$ cat src/rtl/fnd_pkg.sv
// Shared constants, FSM encoding and segment lookup for the 4-digit FND scan controller.
package fnd_pkg;

  localparam int NUM_DIGITS = 4;
  localparam int MAX_VAL    = 9999;

  // Active-low segment patterns {dp,g,f,e,d,c,b,a}; dp always off.
  localparam logic [7:0] SEG_0     = 8'hc0;
  localparam logic [7:0] SEG_1     = 8'hf9;
  localparam logic [7:0] SEG_2     = 8'ha4;
  localparam logic [7:0] SEG_3     = 8'hb0;
  localparam logic [7:0] SEG_4     = 8'h99;
  localparam logic [7:0] SEG_5     = 8'h92;
  localparam logic [7:0] SEG_6     = 8'h82;
  localparam logic [7:0] SEG_7     = 8'hf8;
  localparam logic [7:0] SEG_8     = 8'h80;
  localparam logic [7:0] SEG_9     = 8'h90;
  localparam logic [7:0] SEG_BLANK = 8'hff;
  localparam logic [7:0] SEG_DASH  = 8'hbf;

  typedef enum logic [1:0] {
    ST_IDLE   = 2'd0,
    ST_CONV   = 2'd1,
    ST_COMMIT = 2'd2
  } fnd_state_e;

  // BCD nibble to segment pattern; a non-decimal nibble cannot occur, show dash if it does.
  function automatic logic [7:0] seg_encode(input logic [3:0] nib);
    logic [7:0] seg;
    case (nib)
      4'd0:    seg = SEG_0;
      4'd1:    seg = SEG_1;
      4'd2:    seg = SEG_2;
      4'd3:    seg = SEG_3;
      4'd4:    seg = SEG_4;
      4'd5:    seg = SEG_5;
      4'd6:    seg = SEG_6;
      4'd7:    seg = SEG_7;
      4'd8:    seg = SEG_8;
      4'd9:    seg = SEG_9;
      default: seg = SEG_DASH;
    endcase
    return seg;
  endfunction

endpackage

$ cat src/rtl/bin2bcd_seq.sv
// Serial double-dabble binary-to-BCD converter: one iteration per clock, BIN_W iterations.
module bin2bcd_seq #(
  parameter int BIN_W = 14
) (
  input  logic             clk,
  input  logic             rst_n,
  input  logic             i_start,
  input  logic [BIN_W-1:0] i_bin,
  output logic             o_busy,
  output logic             o_last,
  output logic [15:0]      o_bcd
);

  localparam int SW = BIN_W + 16;
  localparam int CW = $clog2(BIN_W);

  logic [SW-1:0] r_sh;
  logic [SW-1:0] w_adj;
  logic [CW-1:0] r_cnt;
  logic          r_busy;

  // Add-3 correction on every BCD nibble that is 5 or more, ahead of the shift.
  always_comb begin
    w_adj = r_sh;
    for (int i = 0; i < 4; i++) begin
      if (r_sh[BIN_W+4*i +: 4] >= 4'd5) begin
        w_adj[BIN_W+4*i +: 4] = r_sh[BIN_W+4*i +: 4] + 4'd3;
      end else begin
        w_adj[BIN_W+4*i +: 4] = r_sh[BIN_W+4*i +: 4];
      end
    end
  end

  assign o_last = r_busy && (r_cnt == CW'(BIN_W - 1));
  assign o_busy = r_busy;
  assign o_bcd  = r_sh[SW-1:BIN_W];

  // Load on start, then shift once per cycle until the last iteration has been applied.
  always_ff @(posedge clk or negedge rst_n) begin
    if (!rst_n) begin
      r_sh   <= '0;
      r_cnt  <= '0;
      r_busy <= 1'b0;
    end else if (i_start && !r_busy) begin
      r_sh   <= {16'h0000, i_bin};
      r_cnt  <= '0;
      r_busy <= 1'b1;
    end else if (r_busy) begin
      r_sh  <= w_adj << 1;
      r_cnt <= r_cnt + CW'(1);
      if (o_last) begin
        r_busy <= 1'b0;
      end else begin
        r_busy <= 1'b1;
      end
    end else begin
      r_sh   <= r_sh;
      r_cnt  <= r_cnt;
      r_busy <= r_busy;
    end
  end

endmodule

$ cat src/rtl/fnd_scan_controller.sv
// 4-digit common-anode FND sequencer: load/convert/commit FSM plus time-multiplexed scan.
module fnd_scan_controller
  import fnd_pkg::*;
#(
  parameter int TICK_DIV = 100000,
  parameter int BIN_W    = 14
) (
  input  logic             clk,
  input  logic             rst_n,
  input  logic [BIN_W-1:0] value,
  input  logic             load,
  input  logic             blank_lead,
  output logic             busy,
  output logic             done,
  output logic             ovf,
  output logic [3:0]       fnd_com,
  output logic [7:0]       fnd_data
);

  localparam int PW = (TICK_DIV > 1) ? $clog2(TICK_DIV) : 1;
  localparam int IW = $clog2(NUM_DIGITS);

  fnd_state_e    r_state;
  logic          r_done;
  logic          r_ovf;
  logic          r_ovf_pend;
  logic [15:0]   r_disp;
  logic [PW-1:0] r_presc;
  logic [IW-1:0] r_idx;
  logic          w_start;
  logic          w_last;
  logic [15:0]   w_bcd;
  logic [3:0]    w_nib;
  logic          w_hi_zero;

  assign w_start = (r_state == ST_IDLE) && load;
  assign done    = r_done;
  assign ovf     = r_ovf;

  bin2bcd_seq #(.BIN_W(BIN_W)) u_bin2bcd (
    .clk     (clk),
    .rst_n   (rst_n),
    .i_start (w_start),
    .i_bin   (value),
    .o_busy  (busy),
    .o_last  (w_last),
    .o_bcd   (w_bcd)
  );

  // Conversion FSM: accept a load only in IDLE, commit result (or overflow) one cycle after the last iteration.
  always_ff @(posedge clk or negedge rst_n) begin
    if (!rst_n) begin
      r_state    <= ST_IDLE;
      r_done     <= 1'b0;
      r_ovf      <= 1'b0;
      r_ovf_pend <= 1'b0;
      r_disp     <= 16'h0000;
    end else begin
      case (r_state)
        ST_IDLE: begin
          r_done <= 1'b0;
          if (load) begin
            r_ovf_pend <= (value > BIN_W'(MAX_VAL));
            r_state    <= ST_CONV;
          end
        end
        ST_CONV: begin
          if (w_last) begin
            r_done  <= 1'b1;
            r_state <= ST_COMMIT;
          end
        end
        ST_COMMIT: begin
          r_done <= 1'b0;
          r_ovf  <= r_ovf_pend;
          if (!r_ovf_pend) begin
            r_disp <= w_bcd;
          end
          r_state <= ST_IDLE;
        end
        default: begin
          r_done  <= 1'b0;
          r_state <= ST_IDLE;
        end
      endcase
    end
  end

  // Free-running prescaler and digit index; independent of the conversion FSM.
  always_ff @(posedge clk or negedge rst_n) begin
    if (!rst_n) begin
      r_presc <= '0;
      r_idx   <= '0;
    end else if (r_presc == PW'(TICK_DIV - 1)) begin
      r_presc <= '0;
      r_idx   <= r_idx + IW'(1);
    end else begin
      r_presc <= r_presc + PW'(1);
      r_idx   <= r_idx;
    end
  end

  // Select the active digit, decide blanking/overflow, and encode segments and common enables.
  always_comb begin
    w_nib     = 4'd0;
    w_hi_zero = 1'b0;
    fnd_com   = 4'b1110;
    case (r_idx)
      2'd0: begin
        w_nib     = r_disp[3:0];
        w_hi_zero = 1'b0;
        fnd_com   = 4'b1110;
      end
      2'd1: begin
        w_nib     = r_disp[7:4];
        w_hi_zero = (r_disp[15:4] == 12'h000);
        fnd_com   = 4'b1101;
      end
      2'd2: begin
        w_nib     = r_disp[11:8];
        w_hi_zero = (r_disp[15:8] == 8'h00);
        fnd_com   = 4'b1011;
      end
      2'd3: begin
        w_nib     = r_disp[15:12];
        w_hi_zero = (r_disp[15:12] == 4'h0);
        fnd_com   = 4'b0111;
      end
      default: begin
        w_nib     = 4'd0;
        w_hi_zero = 1'b0;
        fnd_com   = 4'b1110;
      end
    endcase
    if (r_ovf) begin
      fnd_data = SEG_DASH;
    end else if (blank_lead && w_hi_zero) begin
      fnd_data = SEG_BLANK;
    end else begin
      fnd_data = seg_encode(w_nib);
    end
  end

endmodule

$ cat config.mk
export PLATFORM = sky130hd
export DESIGN_NAME = fnd_scan_controller
export DESIGN_NICKNAME = d
export VERILOG_FILES = /design/src/rtl/fnd_pkg.sv /design/src/rtl/bin2bcd_seq.sv /design/src/rtl/fnd_scan_controller.sv
export SDC_FILE = /design/constraint.sdc
export NUM_CORES = 1
export LEC_CHECK = 0
export CAP_MARGIN = 20
export CORE_ASPECT_RATIO = 1.75
export CORE_UTILIZATION = 45
export DETAILED_ROUTE_END_ITERATION = 10
export SLEW_MARGIN = 20
export SYNTH_ARGS = -nofsm -noshare
export SYNTH_HDL_FRONTEND = slang
export SYNTH_SLANG_ARGS = --single-unit
export TNS_END_PERCENT = 20
$ cat constraint.sdc
create_clock -name clk -period 4.7 [get_ports clk]
set_clock_uncertainty 0.1 [all_clocks]
set_input_delay 1.41 -clock clk [delete_from_list [all_inputs] [get_ports clk]]
set_output_delay 1.41 -clock clk [all_outputs]
set_load 0.02 [all_outputs]
Word-level counts from Yosys, hierarchy flattened. Memories as Yosys holds them, arrays and structs flattened. Index checks and enable logic that the tools add are counted.

Memories kept: 1. Register bits: 75. Bits in read-only memories: 112. Word-level logic and storage cells: 69. Output and inout port bits: 15.

Memories: (no name shown) (words 16, bits a word 7, rd ports 1, clocked after memory_dff 0, wr ports 0, line fnd_pkg.sv:30) `case (nib)`.

Equal/unequal tests: 9. Order comparisons: 5. Bitwise logic cells: 1. Reductions and logical operators: 14. $add $sub $neg: 7. Multiplexer cells: 22.

Operators by type and width (number): 30-bit two-way mux (2); 4-bit one-hot mux with 4 select lines (2); 4-bit two-way mux (5); 17-bit by 1-bit adder with 17-bit output, second input constant (1); 17-bit equality test, second input constant (1); 17-bit two-way mux (1); 4-bit by 3-bit >= comparator with 1-bit output, second input constant (4); 8-bit two-way mux (2); 14-bit greater-than comparator, second input constant (1); 4-bit by 2-bit adder with 4-bit output, second input constant (3); 12-bit logical NOT (1); 8-bit logical NOT (1); 2-bit equality test, second input constant (3); 2-bit AND reduction (3); 1-bit two-way mux (5); 4-bit by 1-bit adder with 4-bit output, second input constant (1); 2-bit by 1-bit equality test with 1-bit output, second input constant (2); 4-bit equality test, second input constant (1); 1-bit logical AND (4); 2-bit logical NOT (2); 4-bit logical NOT (1); 2-bit two-way mux (2); 1-bit one-hot mux with 4 select lines (1); 2-bit one-hot mux with 2 select lines (1); 8 further kinds (8).

Depth between registers and ports, before layout. Gate-level depths: netlist of the first run.

Depth in word-level cells: 5. Mapped depth: 9. Mapped depth without buffers: 9.

Hierarchy. Synthesis of the first run repeated with hierarchy kept, for this count alone.

Cells, all modules: 396. Area, all modules: 4091.4 um^2.

By module, submodules not included: fnd_scan_controller (instances 1, area an instance 2104.5 um^2, sequential area each 1001.0 um^2, cells an instance 197); bin2bcd_seq (instances 1, area an instance 1986.9 um^2, sequential area each 875.8 um^2, cells an instance 199).

Worst setup path after synthesis of the first run. Ideal clock, no wire load.

Path type: register to output. Start: register r_idx[0]. End: output fnd_data[2]. Path buffers: 0. Data arrival time: 2.290 ns. Cell stages (with the launch flop): 9. Path slack: 0.900 ns. Path through: dfrtp_1 > inv_1 > ha_1 > a222oi_1 > a21oi_1 > inv_1 > ha_1 > inv_1 > o311ai_0.

Word-level cells in the longest chain between the ends: 5. Elaborated cells on any way between the ends: 10. Classes of those cells: eq/ne: 3; mux: 4; reduce/logical: 2; memory: 1.

RTL lines: start: declaration (line fnd_scan_controller.sv:29) `logic [IW-1:0] r_idx;`; start signal: assignment (line fnd_scan_controller.sv:96) `r_idx <= r_idx + IW'(1);`; start signal: assignment (line fnd_scan_controller.sv:99) `r_idx <= r_idx;`; 2-bit equality test, or another cell as far along (line fnd_scan_controller.sv:108) `case (r_idx)`; 4-bit one-hot mux with 4 select lines or 1-bit one-hot mux with 4 select lines (tied branches) (line fnd_scan_controller.sv:108); memory 16 x 7 bit or 1-bit logical AND (tied branches); 8-bit two-way mux (*) (line fnd_scan_controller.sv:137) `end else if (blank_lead && w_hi_zero) begin`; 8-bit two-way mux (*) (line fnd_scan_controller.sv:135) `if (r_ovf) begin`; end: declaration (line fnd_scan_controller.sv:17) `output logic [7:0] fnd_data`.

Every way passes the cells marked *; elsewhere a longest branch is shown, timed or not.

Final worst setup path of the first run.
Start: input blank_lead. End: output fnd_data[2].

Word-level cells in the longest chain between the ends: 3.

RTL lines: start: declaration (line fnd_scan_controller.sv:12) `input logic blank_lead,`; 1-bit logical AND (line fnd_scan_controller.sv:137); 8-bit two-way mux (line fnd_scan_controller.sv:137); 8-bit two-way mux (line fnd_scan_controller.sv:135).

Every way passes these cells.

==> flow_summary.toml, run 1 <==
[sta]
timing.max_slew.rel_slack_pct = 35.89
grt_setup_unrepaired = "yes"
finalSetupTns_ps = 0
period_share_pct = 97.00
final_max_slew_viol_count = 0
timing.final.hold_violations = 0
finalSetupViolations = 0
tightestPinTransition_ps = 961.6
max_freq_mhz = 219.3
hold-worst-slack_ps = 372.8
min_period_ps = 4559

[status]
run_status = "completed"

[cts]
ctsResizeCount = 0
tritoncts.num_buffers = 9
clkSinkCount = 75
holdBufCountCts = 0
clockBufferDepth = 2
clock_root_buffer = "sky130_fd_sc_hd__clkbuf_16"
clock_pin_slew_of_the_registers_on_the_worst_case_setup_and_hold_paths_ps = 60
htreeDepth = 3
tritoncts = "done"
clkLatencyLatePin_ps = 330

[yosys]
synthArstFlopShare_pct = 100.0
postSynthAreaPerCell_um2 = 10.36
synth.net_count = 416
distinct_cell_type_count_after_synthesis = 44
ys_seq_area_share_pct = 47.68
synthesis.instances = 380
synth_warnings = 0
top_cells_by_area_synth = "sky130_fd_sc_hd__dfrtp_1 (48%), sky130_fd_sc_hd__mux2_2 (6.3%), sky130_fd_sc_hd__mux2i_1 (5.8%), sky130_fd_sc_hd__ha_1 (5.7%), sky130_fd_sc_hd__o21ai_0 (4.2%)"
synth-main-ff-cell = "sky130_fd_sc_hd__dfrtp_1"
synth_area_mm2 = 0.003936
number_of_flops_mapped_to_enable_cells_by_yosys = 0
post-synth-top-area-cell = "sky130_fd_sc_hd__dfrtp_1"
yosys_register_bits = 75
synth_top_cell_area_share_pct = 47.68

[drt]
drtIter0Drc = 121
via_count = 2831
avgViaCountPerCell = 5.321
detail_route.wl_per_cell_um = 14.16
finalWirelength_um = 7534
firstDrtPassIters = 4
antenna_violating_nets_post_route = 0
drcViolationCount = 0

[setup_path]
worst_setup_path_end_kind = "primary output"
critical_path_peak_fanout = 6
arrival_time_of_the_worst_setup_path_ps = 3050
worst_ep_required_ps = 3190
setup.worst_path.start_class = "input pin"
worst-setup-path-type = "input pin to primary output"

[cells_and_area]
antenna_cells_inserted = 0
layout-drive-gt1-share_pct = 12.23
synthToLayoutAreaGrowth_pct = 18.50
layout.area.seq_mm2 = 0.001878
n_fill_cell = 804
finalNetCount = 448
design_area_mm2 = 0.004664
post-route-util_pct = 55.74
multi_input_area_mm2 = 0.001927

[global_routing]
grt_pass1_wl_um = 13090
via_count_of_the_first_global_routing_pass = 2774
gr-usage-all-layers_pct = 18.60
grt_antenna_before_repair = 0
globalRoute.totalOverflow = 0
largest_net_degree_at_the_start_of_global_routing = 76

[die]
start_util_pct = 47.04
top_level_ports = 33
core_mm2 = 0.008368
fp.dieW_um = 72.70
num_rows = 44
die_area_mm2 = 0.009140
die-height_um = 125.7

[power]
power_mw = 2.545
p_per_cell_area_mw_per_mm2 = 545.7
irDropWorstVdd_mv = 0.2420
p_leak_nw = 2.092

[place]
place_area_mm2 = 0.004353
io_buffers = 31
place_hpwl_um = 5333
routabilityCongestion = 0.7811

[job]
cap_viol_max_count = 0

[min_path]
min_path_type = "flop to flop"
[per-layer routing]
layer | GRT usage [%] | vias to the layer above | wire, um
met1 | 22.72 | 1380 | 3290
met4 | 6.920 | 0 | 125
li1 | - | 1398 | -
met5 | 0 | - | 0
met2 | 31.23 | 41 | 3950
met3 | 4.640 | 12 | 168
[critical path: stages]
cell and delay, ps:
sky130_fd_sc_hd__clkdlybuf4s50_1 400, sky130_fd_sc_hd__o2111a_1 160, sky130_fd_sc_hd__a21oi_1 310, sky130_fd_sc_hd__o311ai_0 200, sky130_fd_sc_hd__clkdlybuf4s50_1 570
[path summary, 6_finish.rpt]
| check | startpoint | endpoint | slack [ps] | depth (start not counted) |
|---|---|---|---|---|
| max in group asynchronous | rst_n | u_bin2bcd.o_busy$_DFF_PN0_ | 2710 | 1 |
| setup reg to reg | r_presc[6]$_DFF_PN0_ | r_idx[1]$_DFFE_PN0N_ | 2660 | 3 |
| min in group asynchronous | rst_n | u_bin2bcd.r_sh[28]$_DFFE_PN0P_ | 1130 | 1 |
| hold reg to reg | u_bin2bcd.r_cnt[3]$_DFFE_PN0P_ | u_bin2bcd.r_cnt[3]$_DFFE_PN0P_ | 370 | 1 |
| setup / recovery | blank_lead | fnd_data[2] | 140 | 5 |
| hold / removal | u_bin2bcd.r_cnt[3]$_DFFE_PN0P_ | u_bin2bcd.r_cnt[3]$_DFFE_PN0P_ | 370 | 1 |
[placed cells by master (no fill, tap or decap), types with 7 or more instances in the layout]
master and n:
sky130_fd_sc_hd__nand2_1 43, sky130_fd_sc_hd__o21ai_0 33, sky130_fd_sc_hd__ha_1 18, sky130_fd_sc_hd__clkbuf_16 9, sky130_fd_sc_hd__dfrtp_1 74, sky130_fd_sc_hd__xnor2_1 14, sky130_fd_sc_hd__nand2b_1 8, sky130_fd_sc_hd__nor2_1 16
sky130_fd_sc_hd__inv_1 21, sky130_fd_sc_hd__nand3_1 13, sky130_fd_sc_hd__nor2b_1 7, sky130_fd_sc_hd__clkdlybuf4s50_1 30, sky130_fd_sc_hd__mux2i_1 23, sky130_fd_sc_hd__a21oi_1 14, sky130_fd_sc_hd__mux2_2 22
[state kept, by name, summed over array words and instances, names as in the netlist, 2 cells and up]
| register | cells |
|---|---|
| r_disp | 16 |
| r_idx | 2 |
| r_presc | 17 |
| r_state | 2 |
| u_bin2bcd.r_cnt | 4 |
| u_bin2bcd.r_sh | 30 |
[cells in the mapped netlist (5+ instances only)]
cell,n
sky130_fd_sc_hd__dfrtp_1,75
sky130_fd_sc_hd__mux2_2,22
sky130_fd_sc_hd__ha_1,18
sky130_fd_sc_hd__xnor2_1,14
sky130_fd_sc_hd__nor2b_1,7
sky130_fd_sc_hd__nor2_1,16
sky130_fd_sc_hd__a21oi_1,14
sky130_fd_sc_hd__nand4_1,5
sky130_fd_sc_hd__clkbuf_1,7
sky130_fd_sc_hd__inv_1,21
sky130_fd_sc_hd__nand2b_1,8
sky130_fd_sc_hd__mux2i_1,23
sky130_fd_sc_hd__xor2_1,6
sky130_fd_sc_hd__nor3b_1,6
sky130_fd_sc_hd__nand3_1,13
sky130_fd_sc_hd__o21ai_0,33
sky130_fd_sc_hd__nand2_1,43
[power breakdown]
part	internal, mW	switching, mW
Clock	0.422	0.253
Sequential	0.817	0.157
Combinational	0.435	0.461
Total	1.67	0.871
[what timing repair did]
| action | CTS | global route |
|---|---|---|
| buffers inserted | 0 | 1 |
| endpoints found under the setup margin | 0 | 3 |
| hold endpoints to repair | 0 | 0 |
[cells by family after synthesis]
logic type               synth area share (%)
buffers and inverters                   3.719
multiplexers                            12.49
adder cells (fa/ha/maj)                 5.722
XOR/XNOR                                4.450
flip-flops                              47.68
AND/OR/NAND/NOR                         15.73
AO/OA/AOI/OAI                           10.11
other                                 0.09527
[metrics by stage]
| step | std cells | worst slack [ps] |
|---|---|---|
| after global routing | 532 | -37.27 |
| final | 532 | 140.8 |
| after floorplan | 380 | 899.7 |
| after global placement | 515 | 122.8 |
| after CTS | 531 | 95.76 |
| after detailed placement | 515 | 102.6 |
[layout make-up]
type | count | area share (%)
clock inverters | 5 | 1.127
flip-flops and latches | 75 | 40.26
well taps | 115 | 3.085
inverters | 22 | 1.770
repair buffers | 35 | 7.242
clock buffers | 11 | 5.204
multi-input cells | 269 | 41.31
Note: power is estimated with default switching activity, not from simulation.
==> run 2, diff against run 1 <==
--- a/config.mk
+++ b/config.mk
@@ -7,8 +7,11 @@
 export LEC_CHECK = 0
 export CAP_MARGIN = 20
 export CORE_ASPECT_RATIO = 1.75
+export CORE_MARGIN = 5
 export CORE_UTILIZATION = 45
 export DETAILED_ROUTE_END_ITERATION = 10
+export HOLD_SLACK_MARGIN = 0.1
+export SKIP_CTS_REPAIR_TIMING = 1
 export SLEW_MARGIN = 20
 export SYNTH_ARGS = -nofsm -noshare
 export SYNTH_HDL_FRONTEND = slang
==> flow_summary.toml, run 2 (synthesis gave the netlist of run 1 again) <==
[status]
run_status = "completed"

[drt]
finalWirelength_um = 7603
antenna_violating_nets_post_route = 0
avgViaCountPerCell = 5.380
drtIter0Drc = 107
firstDrtPassIters = 4
detail_route.wl_per_cell_um = 14.24
drcViolationCount = 0
via_count = 2873

[sta]
timing.max_slew.rel_slack_pct = 37.51
period_share_pct = 97.49
finalSetupViolations = 0
timing.final.hold_violations = 0
max_freq_mhz = 218.2
min_period_ps = 4582
final_worst_setup_slack_ps = 117.9
final_max_slew_viol_count = 0
hold-worst-slack_ps = 373.9
tightestPinTransition_ps = 937.4

[setup_path]
worst-setup-path-type = "input pin to primary output"
crit_start = "blank_lead"
worst_ep_required_ps = 3190
critical_path_peak_fanout = 3
worst_setup_path_end_kind = "primary output"
reg2reg_depth = 3
setup.worst_path.start_class = "input pin"
reg2reg_from = "r_presc[8]$_DFF_PN0_"
rrSetupSlack_ps = 2670
arrival_time_of_the_worst_setup_path_ps = 3070
crit_path_end = "fnd_data[6]"
worst_r2r_endpoint = "r_idx[1]$_DFFE_PN0N_"

[cts]
clock_pin_slew_of_the_registers_on_the_worst_case_setup_and_hold_paths_ps = 50
clock_root_buffer = "sky130_fd_sc_hd__clkbuf_16"
clkSinkCount = 75
htreeDepth = 3
tritoncts = "done"
clockBufferDepth = 2
tritoncts.num_buffers = 9
clkLatencyLatePin_ps = 330

[job]
cap_viol_max_count = 0

[cells_and_area]
final_cell_mix = "sky130_fd_sc_hd__dfrtp_1 (74), sky130_fd_sc_hd__nand2_1 (43), sky130_fd_sc_hd__o21ai_0 (33)"
antenna_cells_inserted = 0
synthToLayoutAreaGrowth_pct = 18.21
layout-drive-gt1-share_pct = 12.23
largest_reg_flops = 30
layout.area.seq_mm2 = 0.001878
top_register = "u_bin2bcd.r_sh"
finalNetCount = 448
final_common_cell = "sky130_fd_sc_hd__dfrtp_1"
n_fill_cell = 783
multi_input_area_mm2 = 0.001934
registers_with_the_most_flip_flops = "u_bin2bcd.r_sh: 30 flops, r_presc: 17 flops, r_disp: 16 flops"

[min_path]
min_path_type = "flop to flop"

[global_routing]
gr-usage-all-layers_pct = 15.77
grt_antenna_before_repair = 0
grt_pass1_wl_um = 13250
globalRoute.totalOverflow = 0
via_count_of_the_first_global_routing_pass = 2890
largest_net_degree_at_the_start_of_global_routing = 76

[die]
num_rows = 45
top_level_ports = 33
start_util_pct = 45.69
die_area_mm2 = 0.01079
core_mm2 = 0.008615
die-height_um = 133.7
fp.dieW_um = 80.70

[power]
power_mw = 2.499
p_leak_nw = 2.084
p_per_cell_area_mw_per_mm2 = 537.1
irDropWorstVdd_mv = 0.3537

[place]
place_hpwl_um = 5348
routabilityCongestion = 0.7741
place_worst_setup_slack_ps = 116.8
io_buffers = 31
-- run 2: cell count changes in the layout (fill, tap and decap cells not counted), sizes merged --
| cell | before | now |
|---|---|---|
| bufinv | 1 | 0 |
| clkinvlp | 1 | 0 |
| clkbuf | 11 | 14 |
| clkinv | 3 | 2 |
-- run 2: final cells by class --
| type | instances | area share [%] |
|---|---|---|
| clock inverters | 2 | 0.2151 |
| well taps | 117 | 3.146 |
| flip-flops and latches | 75 | 40.36 |
| multi-input cells | 269 | 41.57 |
| clock buffers | 14 | 5.674 |
| inverters | 22 | 1.775 |
| repair buffers | 35 | 7.260 |
-- run 2: how the worst min path moves through the flow --
stage	startpoint	end	slack [ps]	cells after the start
4_1_cts	u_bin2bcd.r_cnt[3]$_DFFE_PN0P_	u_bin2bcd.r_cnt[3]$_DFFE_PN0P_	380	1
3_3_place_gp	u_bin2bcd.r_cnt[3]$_DFFE_PN0P_	u_bin2bcd.r_cnt[3]$_DFFE_PN0P_	360	1
6_report	u_bin2bcd.r_cnt[3]$_DFFE_PN0P_	u_bin2bcd.r_cnt[3]$_DFFE_PN0P_	370	1
5_1_grt	r_presc[14]$_DFF_PN0_	r_presc[14]$_DFF_PN0_	400	1
2_1_floorplan	u_bin2bcd.r_cnt[3]$_DFFE_PN0P_	u_bin2bcd.r_cnt[3]$_DFFE_PN0P_	340	1
3_5_place_dp	u_bin2bcd.r_sh[12]$_DFFE_PN0P_	u_bin2bcd.r_sh[13]$_DFFE_PN0P_	370	2
-- run 2: through the flow --
stage	util, %	instances	setup TNS (ps)	cell area, um^2
after global placement	50.56	517	0	4355
final	54.02	534	0	4653
after floorplan	-	380	0	3936
after global routing	54.02	534	-22.24	4653
after CTS	53.74	533	0	4629
after detailed placement	50.56	517	0	4355
-- run 2: critical path, stage by stage --
cell and delay, ps:
sky130_fd_sc_hd__clkdlybuf4s50_1 460, sky130_fd_sc_hd__o2111a_1 240, sky130_fd_sc_hd__a2bb2oi_1 80, sky130_fd_sc_hd__a211oi_1 240, sky130_fd_sc_hd__clkdlybuf4s50_1 650
-- run 2: where the power goes --
part / total (mW) / leakage, nW / internal [mW] / switching, mW
registers: 0.972 / 0.987 / 0.817 / 0.154
logic: 0.899 / 0.960 / 0.435 / 0.464
clock network: 0.629 / 0.137 / 0.385 / 0.244
total: 2.50 / 2.08 / 1.64 / 0.862
-- run 2: layer usage --
metal | up-vias | routed length [um] | global-route usage [%]
met3 | 14 | 281 | 4.195
li1 | 1409 | - | -
met2 | 42 | 3910 | 26.34
met5 | - | 0 | 0
met1 | 1408 | 3216 | 18.82
met4 | 0 | 193 | 6.767
